`config.mk`:
```
export PLATFORM = sky130hd
export DESIGN_NAME = w_clk_module_full_flat
export DESIGN_NICKNAME = d
export VERILOG_FILES = /design/src/rtl/w_clk_module_full_pkg.sv /design/src/rtl/w_clk_module_full_if.sv /design/src/rtl/w_clk_module_full_sync.sv /design/src/rtl/w_clk_module_full.sv /design/src/flat_wrapper.sv
export SDC_FILE = /design/constraint.sdc
export NUM_CORES = 1
export LEC_CHECK = 0
export CAP_MARGIN = 10
export CORE_UTILIZATION = 50
export CTS_BUF_LIST = sky130_fd_sc_hd__clkbuf_4 sky130_fd_sc_hd__clkbuf_8
export DETAILED_ROUTE_END_ITERATION = 8
export DONT_BUFFER_PORTS = 1
export GPL_TIMING_DRIVEN = 0
export PLACE_DENSITY = 0.67
export SLEW_MARGIN = 40
export SYNTH_ARGS = -nofsm -noshare
export SYNTH_HDL_FRONTEND = slang
export SYNTH_HIERARCHICAL = 1
export SYNTH_SLANG_ARGS = --single-unit
```
`constraint.sdc`:
```
create_clock -name w_clk -period 2.2 [get_ports w_clk]
set_clock_uncertainty 0.2 [all_clocks]
set_input_delay 0.44 -clock w_clk [delete_from_list [all_inputs] [get_ports w_clk]]
set_output_delay 0.44 -clock w_clk [all_outputs]
set_load 0.01 [all_outputs]
```
`src/rtl/w_clk_module_full_pkg.sv`:
```
// -----------------------------------------------------------------------------
// fifo_pkg
// Shared definitions for both halves of the asynchronous FIFO: the default
// address width, the derived pointer width and the Gray/binary conversions.
// The conversions operate on a 32-bit container. Callers zero-extend the
// pointer in and truncate the result back out, so one function serves any
// pointer width up to 32 bits.
// Optional feature macro used by the including blocks: W_ALMOST_FULL_EN.
// -----------------------------------------------------------------------------
package fifo_pkg;

  localparam int ADDRESS_SIZE_DEF = 4;
  localparam int PTR_W_DEF        = ADDRESS_SIZE_DEF + 1;

  function automatic logic [31:0] bin2gray(input logic [31:0] b);
    return b ^ (b >> 1);
  endfunction

  // Prefix XOR from the MSB down. Upper zero-extended bits leave the result
  // unchanged, which keeps this valid for narrower pointers.
  function automatic logic [31:0] gray2bin(input logic [31:0] g);
    logic [31:0] b;
    b[31] = g[31];
    for (int i = 30; i >= 0; i--) begin
      b[i] = b[i+1] ^ g[i];
    end
    return b;
  endfunction

endpackage

```
`src/rtl/w_clk_module_full_if.sv`:
```
// -----------------------------------------------------------------------------
// w_clk_module_full_if
// Write-side bundle of the asynchronous FIFO.
//   w_en          write request from the producer
//   r_ptr         Gray read pointer arriving from the read domain
//   w_ptr         registered Gray write pointer sent to the read domain
//   w_addr        binary write address for the dual-port memory
//   w_full        registered full flag
//   w_overflow    one-cycle pulse for a write rejected while full
//   w_almost_full / w_count   exist only with W_ALMOST_FULL_EN
// Modports: master = producer/environment side, slave = write-pointer block.
// -----------------------------------------------------------------------------
interface w_clk_module_full_if #(
  parameter int ADDRESS_SIZE = fifo_pkg::ADDRESS_SIZE_DEF
);

  logic                    w_en;
  logic [ADDRESS_SIZE:0]   r_ptr;
  logic [ADDRESS_SIZE:0]   w_ptr;
  logic [ADDRESS_SIZE-1:0] w_addr;
  logic                    w_full;
  logic                    w_overflow;
`ifdef W_ALMOST_FULL_EN
  logic                    w_almost_full;
  logic [ADDRESS_SIZE:0]   w_count;

  modport master (
    output w_en, r_ptr,
    input  w_ptr, w_addr, w_full, w_overflow, w_almost_full, w_count
  );
  modport slave (
    input  w_en, r_ptr,
    output w_ptr, w_addr, w_full, w_overflow, w_almost_full, w_count
  );
`else
  modport master (
    output w_en, r_ptr,
    input  w_ptr, w_addr, w_full, w_overflow
  );
  modport slave (
    input  w_en, r_ptr,
    output w_ptr, w_addr, w_full, w_overflow
  );
`endif

endinterface

```
`src/rtl/w_clk_module_full_sync.sv`:
```
// -----------------------------------------------------------------------------
// sync_2ff_w
// Two-flop synchronizer for a Gray-coded pointer crossing into clk. Only one
// bit of a Gray pointer changes per step, so the captured value is always
// either the old or the new pointer. The read side reuses this block.
//   clk    destination clock
//   rst_n  asynchronous active-low reset; both stages clear to 0
//   d      asynchronous input
//   q      synchronized output, second stage
// -----------------------------------------------------------------------------
module sync_2ff_w #(
  parameter int WIDTH = 5
) (
  input  logic             clk,
  input  logic             rst_n,
  input  logic [WIDTH-1:0] d,
  output logic [WIDTH-1:0] q
);

  logic [WIDTH-1:0] r_stage1;
  logic [WIDTH-1:0] r_stage2;

  // NOTE: non-blocking assignments make both stages sample their pre-edge
  // inputs; blocking ones would collapse the chain into a single flop.
  always_ff @(posedge clk or negedge rst_n) begin
    if (!rst_n) begin
      r_stage1 <= '0;
      r_stage2 <= '0;
    end else begin
      r_stage1 <= d;
      r_stage2 <= r_stage1;
    end
  end

  assign q = r_stage2;

endmodule

```
`src/rtl/w_clk_module_full.sv`:
```
// -----------------------------------------------------------------------------
// w_clk_module_full
// Write-domain half of the asynchronous FIFO. This block owns the binary and
// Gray write pointers and drives the memory write address. It synchronizes the
// read pointer into w_clk and produces a registered, conservative full flag.
// A write rejected while full is reported as a one-cycle overflow pulse.
// Optional feature macro: W_ALMOST_FULL_EN, which adds w_count and
// w_almost_full.
//   w_clk   write clock
//   wrst_n  asynchronous active-low reset
//   bus     w_clk_module_full_if.slave (see the interface for signal list)
// Parameters: ADDRESS_SIZE (>= 2), MEMORY_DEPTH (== 2**ADDRESS_SIZE),
//             AF_THRESHOLD (free slots at/below which almost-full asserts).
// -----------------------------------------------------------------------------
module w_clk_module_full
  import fifo_pkg::*;
#(
  parameter int ADDRESS_SIZE = ADDRESS_SIZE_DEF,
  parameter int MEMORY_DEPTH = 16,
  parameter int AF_THRESHOLD = 2
) (
  input  logic                  w_clk,
  input  logic                  wrst_n,
  w_clk_module_full_if.slave    bus
);

  localparam int A  = ADDRESS_SIZE;
  localparam int PW = ADDRESS_SIZE + 1;

  // Elaboration-time guards on the configuration.
  if (ADDRESS_SIZE < 2) begin : g_bad_asize
    $error("ADDRESS_SIZE must be >= 2");
  end
  if (MEMORY_DEPTH != (1 << ADDRESS_SIZE)) begin : g_bad_depth
    $error("MEMORY_DEPTH must equal 2**ADDRESS_SIZE");
  end
  if (AF_THRESHOLD > MEMORY_DEPTH) begin : g_bad_af
    $error("AF_THRESHOLD must not exceed MEMORY_DEPTH");
  end

  logic [PW-1:0] r_wbin;
  logic [PW-1:0] r_wptr;
  logic          r_full;
  logic          r_overflow;

  logic [PW-1:0] w_wq2_rptr;
  logic [PW-1:0] w_bnext;
  logic [PW-1:0] w_gnext;
  logic          w_write;
  logic          w_full_next;

  sync_2ff_w #(.WIDTH(PW)) u_sync_rptr (
    .clk   (w_clk),
    .rst_n (wrst_n),
    .d     (bus.r_ptr),
    .q     (w_wq2_rptr)
  );

  assign w_write = bus.w_en & ~r_full;
  assign w_bnext = r_wbin + PW'(w_write);
  assign w_gnext = PW'(bin2gray(32'(w_bnext)));

  // The FIFO is full when the write pointer has lapped the read pointer once.
  // In Gray code that means the top two bits differ and the rest match.
  // Comparing against the synchronized, possibly stale read pointer can only
  // keep the flag high too long, never drop it early.
  assign w_full_next = (w_gnext == {~w_wq2_rptr[A:A-1], w_wq2_rptr[A-2:0]});

  always_ff @(posedge w_clk or negedge wrst_n) begin
    if (!wrst_n) begin
      r_wbin     <= '0;
      r_wptr     <= '0;
      r_full     <= 1'b0;
      r_overflow <= 1'b0;
    end else begin
      r_wbin     <= w_bnext;
      r_wptr     <= w_gnext;
      r_full     <= w_full_next;
      r_overflow <= bus.w_en & r_full;
    end
  end

  assign bus.w_ptr      = r_wptr;
  assign bus.w_addr     = r_wbin[A-1:0];
  assign bus.w_full     = r_full;
  assign bus.w_overflow = r_overflow;

`ifdef W_ALMOST_FULL_EN
  logic [PW-1:0] w_rbin_s;
  logic [PW-1:0] w_count_next;
  logic          w_af_next;
  logic [PW-1:0] r_count;
  logic          r_almost_full;

  // Decoding happens only after the second synchronizer stage.
  assign w_rbin_s     = PW'(gray2bin(32'(w_wq2_rptr)));
  assign w_count_next = w_bnext - w_rbin_s;
  assign w_af_next    = (MEMORY_DEPTH - int'(w_count_next)) <= AF_THRESHOLD;

  always_ff @(posedge w_clk or negedge wrst_n) begin
    if (!wrst_n) begin
      r_count       <= '0;
      r_almost_full <= 1'b0;
    end else begin
      r_count       <= w_count_next;
      r_almost_full <= w_af_next;
    end
  end

  assign bus.w_count       = r_count;
  assign bus.w_almost_full = r_almost_full;
`endif

endmodule

```
`src/flat_wrapper.sv`:
```
// flat-port wrapper written by rule: the top's interface ports become plain ports
module w_clk_module_full_flat import fifo_pkg::*;
#(
  parameter int ADDRESS_SIZE = ADDRESS_SIZE_DEF,
  parameter int MEMORY_DEPTH = 16,
  parameter int AF_THRESHOLD = 2
)
  (w_clk, wrst_n, bus_w_en, bus_r_ptr, bus_w_ptr, bus_w_addr, bus_w_full, bus_w_overflow);
  w_clk_module_full_if #(.ADDRESS_SIZE(ADDRESS_SIZE)) bus_i ();
  input  logic w_clk;
  input  logic wrst_n;
  input wire logic [$bits(bus_i.w_en)-1:0] bus_w_en;
  input wire logic [$bits(bus_i.r_ptr)-1:0] bus_r_ptr;
  output wire logic [$bits(bus_i.w_ptr)-1:0] bus_w_ptr;
  output wire logic [$bits(bus_i.w_addr)-1:0] bus_w_addr;
  output wire logic [$bits(bus_i.w_full)-1:0] bus_w_full;
  output wire logic [$bits(bus_i.w_overflow)-1:0] bus_w_overflow;
  assign bus_i.w_en = bus_w_en;
  assign bus_i.r_ptr = bus_r_ptr;
  assign bus_w_ptr = bus_i.w_ptr;
  assign bus_w_addr = bus_i.w_addr;
  assign bus_w_full = bus_i.w_full;
  assign bus_w_overflow = bus_i.w_overflow;
  w_clk_module_full #(.ADDRESS_SIZE(ADDRESS_SIZE), .MEMORY_DEPTH(MEMORY_DEPTH), .AF_THRESHOLD(AF_THRESHOLD)) u_core (.w_clk(w_clk), .wrst_n(wrst_n), .bus(bus_i));
endmodule
```
==> metrics.txt <==
Die H roughly 40 microns; DRT iter0 DRCs 6; fmax 0.4875 GHz; FF-to-FF path depth 7; Syn Inst Count 49; RePlAce Congestion 0.7253; Final nets 72; Reg clk slew, reported paths 110 ps; clock root buffer clkbuf_4; setup violators final 0; reg-to-reg startpoint u_core/bus.w_full; Synth Cell Area 763.2 sq um; Die Wd 41.07 microns; worst skew pair latency a little under 300 ps; critical path arrival a little over 2000 ps; hold endpoint u_core/bus.w_overflow; critical path peak fanout 5; Longest Clk Path Bufs 2; number of synthesized register bits 21; initial antenna violation count 0; Layout area overhead 18.52%; crit path launch type register; Starting Density between 50% and 60%; drt drc 0; Overflow after GRT 0; GRT Overall Usage around 15%; CTS tree done; worst ir drop on vdd a little under 0.7 mV; Tmin final 2051 ps; setup slack, reg-to-reg 150 ps; FF-to-FF End u_core/bus.w_full; Max-Cap Viols 0; RSZ-0062 raised after global routing false; largest net degree at the start of global routing 22; syn nets 59; Cell Pwr Density 1452 nW/um^2; I/O Buffers 0; total CTS buffers 3; layout cells sized above 1 19.67%; Multi-input gate area 260.3 sq um; total wire length approximately 1000 microns; vias in the first global route 380; worst hold path class input pin to register; post-route setup TNS 0 ps; most common library cell in the layout ignoring fill and taps dfrtp_1; H-tree levels 1; Fillers 111; register area 525.5 sq um; Worst EP required 2200 ps; Max Slew Vio Count 0; Crit. End Element register; WL/cell 13.75 microns; final hold vios 0; Worst Tran Pin Value 446.8 ps; Tcrit/Tclk final 93.24%; synth warn 6; Lkg Pwr roughly 0.0004 uW; num ports 19; Hold Slack 79.94 ps; post-route ant nets 0; Final Core Density 66.21%; Setup CP Type register to register; hold path start bus_w_en; first-pass iteration count of the detailed router 4; cell row count 13; first-pass GRT wire length between 1500 and 2000 microns; # diodes 0; post-synthesis sequential area ratio roughly 70%; WHS Path Cells 1; syn_area_per_cell 15.58 sq um; Vias 408; Via density 5.368; post-synth cell types 16; die area 1687 sq um; post-DP HPWL 696.5 microns; Slew HR a little over two thirds; commonest cells after routing, fill and taps aside dfrtp_1, xnor2_1, dlygate4sd3_1, xor2_1, clkbuf_4; clock sink count 21; status complete, no violations; Core ar. 1366 sq um
layer usage:
layer	wire length, microns	track usage (%)
met1	441	16.96
met2	544	25.00
met3	49	3.261
met4	10	7.500
met5	0	0
flip-flops by register name (all words and copies together), names as in the netlist:
register and cells:
u_core/bus.w_full 1, u_core/u_sync_rptr/q 5, u_core/bus.w_overflow 1, u_core/u_sync_rptr/r_stage1 5, u_core/bus.w_ptr 4, u_core/r_wbin 5
logic make-up (layout without fill, tap and decap cells):
family                     after synthesis  count (layout)  share of synthesized area (%)
DFF                                     21              21                          68.85
xor gates and xnor gates                14              14                          17.05
and+or+nand+nor                          8               8                          6.230
AOI/OAI and AO/OA                        3               3                          3.279
adders and majority gates                2               2                          3.278
muxes                                    1               1                          1.312
buffers and inverters                    0              12                              0
worst max-delay path, cell delays in order (launching register included):
cell	delay [ps]
dfrtp_1	440
nor2b_1	140
ha_2	230
ha_4	180
xor2_2	230
xnor2_1	170
mux2i_1	100
nor4_1	270
how the worst max path moves through the flow:
stage	end	slack [ps]	start
floorplan	u_core/bus.w_full	130	bus_w_en
global placement	u_core/bus.w_full	-60	bus_w_en
detailed placement	u_core/bus.w_full	-90	bus_w_en
CTS	u_core/bus.w_full	3	u_core/bus.w_full
global route	u_core/bus.w_full	6	u_core/bus.w_full
finish	u_core/bus.w_full	150	u_core/bus.w_full
cell usage after synthesis:
library cell / number / area [sq um]
xnor2_2: 1 / 16.27
and3_2: 1 / 7.510
and2_1: 2 / 12.51
ha_1: 2 / 25.02
nand3_1: 1 / 5.000
a21boi_0: 1 / 7.510
xnor2_1: 7 / 61.31
mux2i_1: 1 / 10.01
nor2b_1: 1 / 6.260
xor2_1: 6 / 52.55
o22ai_1: 1 / 6.260
nand4_1: 1 / 6.260
a21boi_2: 1 / 11.26
dfrtp_1: 21 / 525.5
nor4_1: 1 / 6.260
nor2_1: 1 / 3.750
through the flow:
stage               instances  setup slack (ps)  instance area, sq um  total power (uW)
global route               76             5.934                 904.6              1394
floorplan                  49             127.0                 763.2             993.8
CTS                        74             2.780                 879.6              1277
global placement           64            -61.66                 782.0              1052
detailed placement         64            -86.95                 782.0              1070
finish                     76             148.7                 904.6              1314
layout make-up:
class / count / area share (%)
Multi-Input combinational cell: 28 / 28.77
Clock inverter: 1 / 0.5533
Clock buffer: 3 / 2.490
Sequential cell: 21 / 58.09
Timing Repair Buffer: 8 / 8.022
Tap cell: 15 / 2.075
what timing repair did:
item | CTS | global route
buffers inserted | 0 | 1
endpoints found under the setup margin | 1 | 1
hold buffers | 6 | 1
hold endpoints to repair | 26 | 21
resized for setup | 2 | 2
pin swaps | 0 | 0
report_power, final:
part	internal, uW	switching, uW	leakage, uW
Combinational	262	221	0.000131
Clock	67.6	112	0.0000177
Sequential	498	154	0.000250
(Power assumes the default switching activity.)
